[src/rtl/hack_run_sequencer.sv]
// Run controller for the HackCPU: streams a program into instruction ROM while the CPU is held
// in reset, then gates CPU advancement in free-run or single-step mode until the PC leaves the program.
module hack_run_sequencer #(
    parameter int ROM_AW = 8
) (
    input  logic              clk_i,
    input  logic              reset_i,
    input  logic              load_valid_i,
    input  logic [15:0]       load_data_i,
    input  logic              load_last_i,
    output logic              load_ready_o,
    input  logic              free_run_i,
    input  logic              step_req_i,
    input  logic              restart_i,
    input  logic [15:0]       cpu_pc_i,
    output logic              cpu_reset_o,
    output logic              cpu_en_o,
    output logic              rom_we_o,
    output logic [ROM_AW-1:0] rom_addr_o,
    output logic [15:0]       rom_wdata_o,
    output logic [ROM_AW:0]   prog_len_o,
    output logic [31:0]       cycle_count_o,
    output logic              halted_o,
    output logic [2:0]        state_o
);

    typedef enum logic [2:0] {
        IDLE   = 3'd0,
        LOAD   = 3'd1,
        CPURST = 3'd2,
        RUN    = 3'd3,
        HALT   = 3'd4
    } state_e;

    state_e            state_q, state_d;
    logic [ROM_AW-1:0] wptr_q, wptr_d;
    logic [ROM_AW:0]   prog_len_q, prog_len_d;
    logic [31:0]       cycle_count_q, cycle_count_d;
    logic              step_req_q;
    logic              step_pulse;
    logic              pc_in_range;
    logic [15:0]       prog_len_ext;

    assign prog_len_ext = 16'(prog_len_q);
    assign pc_in_range  = cpu_pc_i < prog_len_ext;
    assign step_pulse   = step_req_i & ~step_req_q;

    // The step history is tracked in every state, so a request held through CPURST does not fire.
    always_ff @(posedge clk_i) begin
        if (!reset_i) begin
            state_q       <= IDLE;
            wptr_q        <= '0;
            prog_len_q    <= '0;
            cycle_count_q <= '0;
            step_req_q    <= 1'b0;
        end else begin
            state_q       <= state_d;
            wptr_q        <= wptr_d;
            prog_len_q    <= prog_len_d;
            cycle_count_q <= cycle_count_d;
            step_req_q    <= step_req_i;
        end
    end

    always_comb begin
        state_d       = state_q;
        wptr_d        = wptr_q;
        prog_len_d    = prog_len_q;
        cycle_count_d = cycle_count_q;
        load_ready_o  = 1'b0;
        cpu_reset_o   = 1'b1;
        cpu_en_o      = 1'b0;
        rom_we_o      = 1'b0;
        halted_o      = 1'b0;

        case (state_q)
            IDLE: state_d = LOAD;
            LOAD: begin
                load_ready_o = 1'b1;
                if (load_valid_i) begin
                    rom_we_o   = 1'b1;
                    wptr_d     = wptr_q + ROM_AW'(1);
                    prog_len_d = prog_len_q + (ROM_AW+1)'(1);
                    // Writing the top address fills the ROM, so the load ends without load_last.
                    if (load_last_i || (wptr_q == '1)) begin
                        state_d = CPURST;
                    end
                end
            end
            CPURST: begin
                cycle_count_d = '0;
                state_d       = RUN;
            end
            RUN: begin
                cpu_reset_o = 1'b0;
                if (restart_i) begin
                    state_d = CPURST;
                end else if (!pc_in_range) begin
                    state_d = HALT;
                end else if (free_run_i || step_pulse) begin
                    cpu_en_o = 1'b1;
                    if (cycle_count_q != '1) begin
                        cycle_count_d = cycle_count_q + 32'd1;
                    end
                end
            end
            HALT: begin
                cpu_reset_o = 1'b0;
                halted_o    = 1'b1;
                if (restart_i) begin
                    state_d = CPURST;
                end
            end
            default: state_d = IDLE;
        endcase
    end

    assign rom_addr_o    = wptr_q;
    assign rom_wdata_o   = load_data_i;
    assign prog_len_o    = prog_len_q;
    assign cycle_count_o = cycle_count_q;
    assign state_o       = state_q;

endmodule

[config.mk]
export PLATFORM = sky130hd
export DESIGN_NAME = hack_run_sequencer
export DESIGN_NICKNAME = d
export VERILOG_FILES = /design/src/rtl/hack_run_sequencer.sv
export SDC_FILE = /design/constraint.sdc
export NUM_CORES = 1
export LEC_CHECK = 0
export CAP_MARGIN = 20
export CORE_UTILIZATION = 45
export DETAILED_ROUTE_END_ITERATION = 8
export HOLD_SLACK_MARGIN = 0.06
export PLACE_DENSITY = 0.8
export REMOVE_ABC_BUFFERS = 1
export SLEW_MARGIN = 20
export SYNTH_ARGS = -nofsm -noshare
export SYNTH_HDL_FRONTEND = slang
export SYNTH_SLANG_ARGS = --single-unit
export TNS_END_PERCENT = 1
[constraint.sdc]
create_clock -name clk_i -period 3.3 [get_ports clk_i]
set_input_delay 0.66 -clock clk_i [delete_from_list [all_inputs] [get_ports clk_i]]
set_output_delay 0.66 -clock clk_i [all_outputs]
set_load 0.01 [all_outputs]
# Word level (Yosys, flattened, before mapping)
# Index checks and enable logic that the tools add are counted.
# classes
add_sub_neg	3
order_cmp	1
eq_ne	14
n_bitwise	2
reduce_logical	8
n_mux	20
# op_table
cell	count
two-way mux 32 bit	4
case mux 32 bit (2 select lines)	1
adder 32 x 1 -> 32 bit, second input constant	1
inequality test 32 bit, second input constant	1
less-than comparator 16 x 9 -> 1 bit	1
two-way mux 3 bit	5
case mux 3 bit (5 select lines)	1
inequality test 2 bit, second input constant	7
adder 9 x 1 -> 9 bit, second input constant	1
two-way mux 1 bit	9
adder 8 x 1 -> 8 bit, second input constant	1
equality test 8 bit, second input constant	1
equality test 3 x 2 -> 1 bit, second input constant	2
AND reduction 5 bit	1
AND reduction 4 bit	1
equality test 3 x 1 -> 1 bit, second input constant	1
equality test 3 bit, second input constant	1
zero test 3 bit	1
inequality test 3 bit, second input constant	1
logical OR 1 bit	2
AND reduction 2 bit	1
nonzero test 2 bit	1
OR reduction 2 bit	1
bitwise AND 1 bit	1
inverter 1 bit	1
# word_totals
ff_bits	53
output_inout_bits	73

# Depth between registers and ports, before layout
# depth
ltp_word	7
mapped_depth	9
depth_no_buf	8

# Least setup slack after synthesis
# No wires, ideal clock.
# synth_path
kind	input port to flip-flop
startpoint	input port cpu_pc_i[8]
endpoint	register cycle_count_q[27] (netlist: cycle_count_o[27])
slack_ns	0.443
path_stages	7
setup_time_ns	0.117
t_arrival_ns	2.739
path_cell_list	ha_1 -> or4_4 -> nor4_4 -> o221ai_2 -> or3_4 -> or3_1 -> a32o_1
# synth_via
elab_chain_cells	3
# synth_rtl
element	line_no	rtl
from (decl)	15	input logic [15:0] cpu_pc_i,
less-than comparator 16 x 9 -> 1 bit	45	assign pc_in_range = cpu_pc_i < prog_len_ext;
inequality test 2 bit (no line)	--	
AND reduction 5 bit (no line)	--	
to (signal assigned)	60	cycle_count_q <= cycle_count_d;
to (decl)	38	logic [31:0] cycle_count_q, cycle_count_d;
# Every way passes these cells.
# A chain may end at the register's enable or synchronous reset.

# Worst setup path in the final report
# layout_path
startpoint	input port cpu_pc_i[8]
endpoint	output port cpu_en_o
# layout_via
elab_chain_cells	4
# layout_rtl
element	line_no	rtl
less-than comparator 16 x 9 -> 1 bit	45	
two-way mux 1 bit	98	end else if (!pc_in_range) begin
two-way mux 1 bit	96	if (restart_i) begin
two-way mux 1 bit	76	case (state_q)
to (decl)	17	output logic cpu_en_o,
# Every way passes these cells.

==> run metrics <==
via count=3,255; sequential element share of the synthesized area=0.334; GRT Resource Usage Total=0.239; Tmin final=about 3.2 ns; CTS sink cnt=53; fin cells=569; layout cells sized above 1=0.0782; total wire length=slightly below 9000 um; Placer Congestion=0.818; Max Freq=~0.32 GHz; CTS tree=built; vias in the first global route=around 3,000; most frequent cells in the layout=clkdlybuf4s50_1, dfxtp_1, nand2_1, nor2_1, o21ai_0; total CTS buffers=5; Post-Synthesis Cells=roughly 400; CP max FO=2; CTS H-Tree Depth=2; standard-cell rows=30; area grow syn2layout=30.7%; Max stage delay cell, worst path=or4_4; Total Die Area=about 0.0074 mm2; vias per std cell=about 5.7; Clock transition at path regs=around 0.10 ns; overall power=about 1.3 mW; Synth cell types=56; Pins Over Slew Limit=0; hold path depth=2; RSZ-0062 raised after global routing=false; worst-path cell chain=clkdlybuf4s50_1 -> ha_1 -> or4_4 -> nor4_4 -> o221ai_2 -> nor2_1 -> clkbuf_2; fin crit share=0.955; Iteration-0 DRC Markers=~290; initial antenna violation count=0; Cell Pwr Density=~310 mW/mm2; core footprint=~0.0068 mm2; #FFs+latches synth=53; Final HPWL DP=6570 um; Rel. slew slack=0.542; Post-Synth Simple-Gate Area=0.316; highest cell delay on the worst timing path=0.50 ns; largest family of logic cells by synthesized area=simple AND/OR/NAND/NOR gates; clk_skew=0.0124 ns; Worst Path Arrival=~2.5 ns; Synth Area in Adders=0.0433; Final Util=0.611; Final setup viols=0; GR Overflow Total=0; Peak VDD IR=0.155 mV; post-synthesis xor/xnor area fraction=0.0358; Port Buffer Count=between 70 and 80; Post CTS Setup Buffer Count=0; dpl cells=between 500 and 600; syn avg cell area=7.96 um2; Die Wd=approximately 86 um; Worst setup SP type=primary input; CP endpoint kind=output pin; drt wl/cell=about 15 um; WP data required=2.64 ns; Pre-Repair DR Iteration Count=5; Synth Area in Compound Gates=0.197; hold_ws=0.506 ns; antenna viol nets, final=0; M1 GR Usage=0.309; static leakage=1.45 nW; Final Hold Viols=0; setup_tns=0 ns; DRC=0; Clock Path Buffers=2; Crit path buffers/inverters=2; asr flop ratio synth=0; CTS root buf=clkbuf_8; # diodes=0; initial core utilization=0.468; most used flip-flop cell after synthesis=dfxtp_1; Ys Warns=0; critical path depth in cells=7; Synth Cell Area=between 0.003 and 0.004 mm2; final instance area=roughly 0.0042 mm2; Die Ht=roughly 86 um; Post-synth EDFFs=0; Worst Max-Slew Pin Slew=~0.7 ns; layer with the highest usage=met2; largest net degree at the start of global routing=between 40 and 50; Min-Delay Path Class=flip-flop to flip-flop; Max Cap Violations=0; FF-to-FF path depth=9; Skew-Pair Late Insertion Delay=between 0.3 and 0.4 ns; CP top delay family=simple AND/OR/NAND/NOR gates; Setup WS post-layout=around 0.15 ns; I/O Pins=between 100 and 150; grt met2 use=0.390; commonest non-fill, non-tap cell in the layout=clkdlybuf4s50_1; pre-CTS WS=-0.245 ns; worst setup path class=primary input to output pin; placed standard-cell area=roughly 0.0040 mm2; met3 Use GR=0.0462; final-layout fill cell count=between 600 and 700; nets@finish=roughly 520; first-pass GRT wire length=about 14,000 um; outcome=finished, final reports clean; multiplexer share of the synthesized area=0.00630
## worst reg2reg max path: cells and delay by family (launching register included)
family,cells,cell delay [ns]
AO/OA/AOI/OAI,3,0.79
buffers and inverters,2,0.27
flip-flops,1,0.40
adder cells (fa/ha/maj),1,0.29
AND/OR/NAND/NOR,3,0.94
## timing repair
action	in CTS	in global routing
gates resized for setup	1	2
endpoints found under the setup margin	1	1
hold buffers	0	0
pin swaps	0	0
## area by class of cell
| type | count | area (um2) | share of cell area |
|---|---|---|---|
| sequential | 53 | 1060 | 0.255 |
| clock inverter | 2 | 37.5 | 0.00904 |
| timing repair buffer | 95 | 906 | 0.218 |
| multi-input combinational | 305 | 1900 | 0.458 |
| inverter | 12 | 45.0 | 0.0108 |
| tap | 96 | 120 | 0.0289 |
| clock buffer | 6 | 82.6 | 0.0199 |
## state kept, by name (all words and copies together), names as in the netlist
| register | cells |
|---|---|
| step_req_q | 1 |
| state_o | 3 |
| rom_addr_o | 8 |
| cycle_count_o | 32 |
| prog_len_o | 9 |
## cell usage after synthesis (2+ instances only)
| library cell | count | share of area |
|---|---|---|
| o21ai_0 | 20 | 0.032 |
| a22oi_1 | 8 | 0.019 |
| buf_4 | 16 | 0.038 |
| nand3b_1 | 3 | 0.0071 |
| xor2_1 | 2 | 0.0055 |
| and4_1 | 3 | 0.0083 |
| a21oi_1 | 18 | 0.028 |
| nor2b_1 | 7 | 0.014 |
| o31ai_1 | 4 | 0.0095 |
| o21a_1 | 5 | 0.012 |
| nor4_1 | 3 | 0.0059 |
| nand4_1 | 12 | 0.024 |
| or2_2 | 2 | 0.0039 |
| ha_1 | 11 | 0.043 |
| or3_1 | 11 | 0.022 |
| inv_1 | 12 | 0.014 |
| nand2_1 | 44 | 0.052 |
| nor3b_1 | 2 | 0.0047 |
| or4_1 | 3 | 0.0071 |
| nand3_1 | 16 | 0.025 |
| nand2b_1 | 6 | 0.012 |
| and2_1 | 18 | 0.035 |
| o22ai_1 | 4 | 0.0079 |
| o21ai_1 | 8 | 0.013 |
| nor2_1 | 31 | 0.037 |
| nor3_1 | 8 | 0.013 |
| and3_1 | 13 | 0.026 |
| xnor2_1 | 11 | 0.030 |
| dfxtp_1 | 53 | 0.33 |
| a41oi_1 | 2 | 0.0055 |
| o221a_2 | 2 | 0.0071 |
| mux2i_1 | 2 | 0.0063 |
| a31oi_1 | 5 | 0.0098 |
| a21boi_0 | 2 | 0.0047 |
| clkbuf_1 | 11 | 0.013 |
## power breakdown
part	leakage [nW]	total, mW	switching [mW]	internal (mW)
sequential	0.428	0.653	0.00768	0.646
clock	0.0574	0.472	0.225	0.247
combinational	0.962	0.151	0.0775	0.0733
## layer usage
layer / wire length, um / vias to the layer above
li1: - / 1574
met1: 3820 / 1532
met2: 4220 / 140
met3: 609 / 9
met4: 117 / 0
met5: 0 / -
## kinds of logic after synthesis
logic type,count (synthesis)
buffers and inverters,41
DFF,53
and+or+nand+nor,187
adders and majority gates,11
muxes,2
AOI/OAI and AO/OA,92
xor gates and xnor gates,13
## worst paths after layout
check	startpoint	endpoint	slack [ns]
worst min-delay path	cycle_count_o[14]$_SDFFE_PN0P_	cycle_count_o[14]$_SDFFE_PN0P_	0.51
worst max register to register	prog_len_o[6]$_SDFFE_PN0P_	cycle_count_o[27]$_SDFFE_PN0P_	0.52
worst max-delay path	cpu_pc_i[8]	cpu_en_o	0.15
worst min register to register	cycle_count_o[14]$_SDFFE_PN0P_	cycle_count_o[14]$_SDFFE_PN0P_	0.51
(Power assumes the default switching activity.)
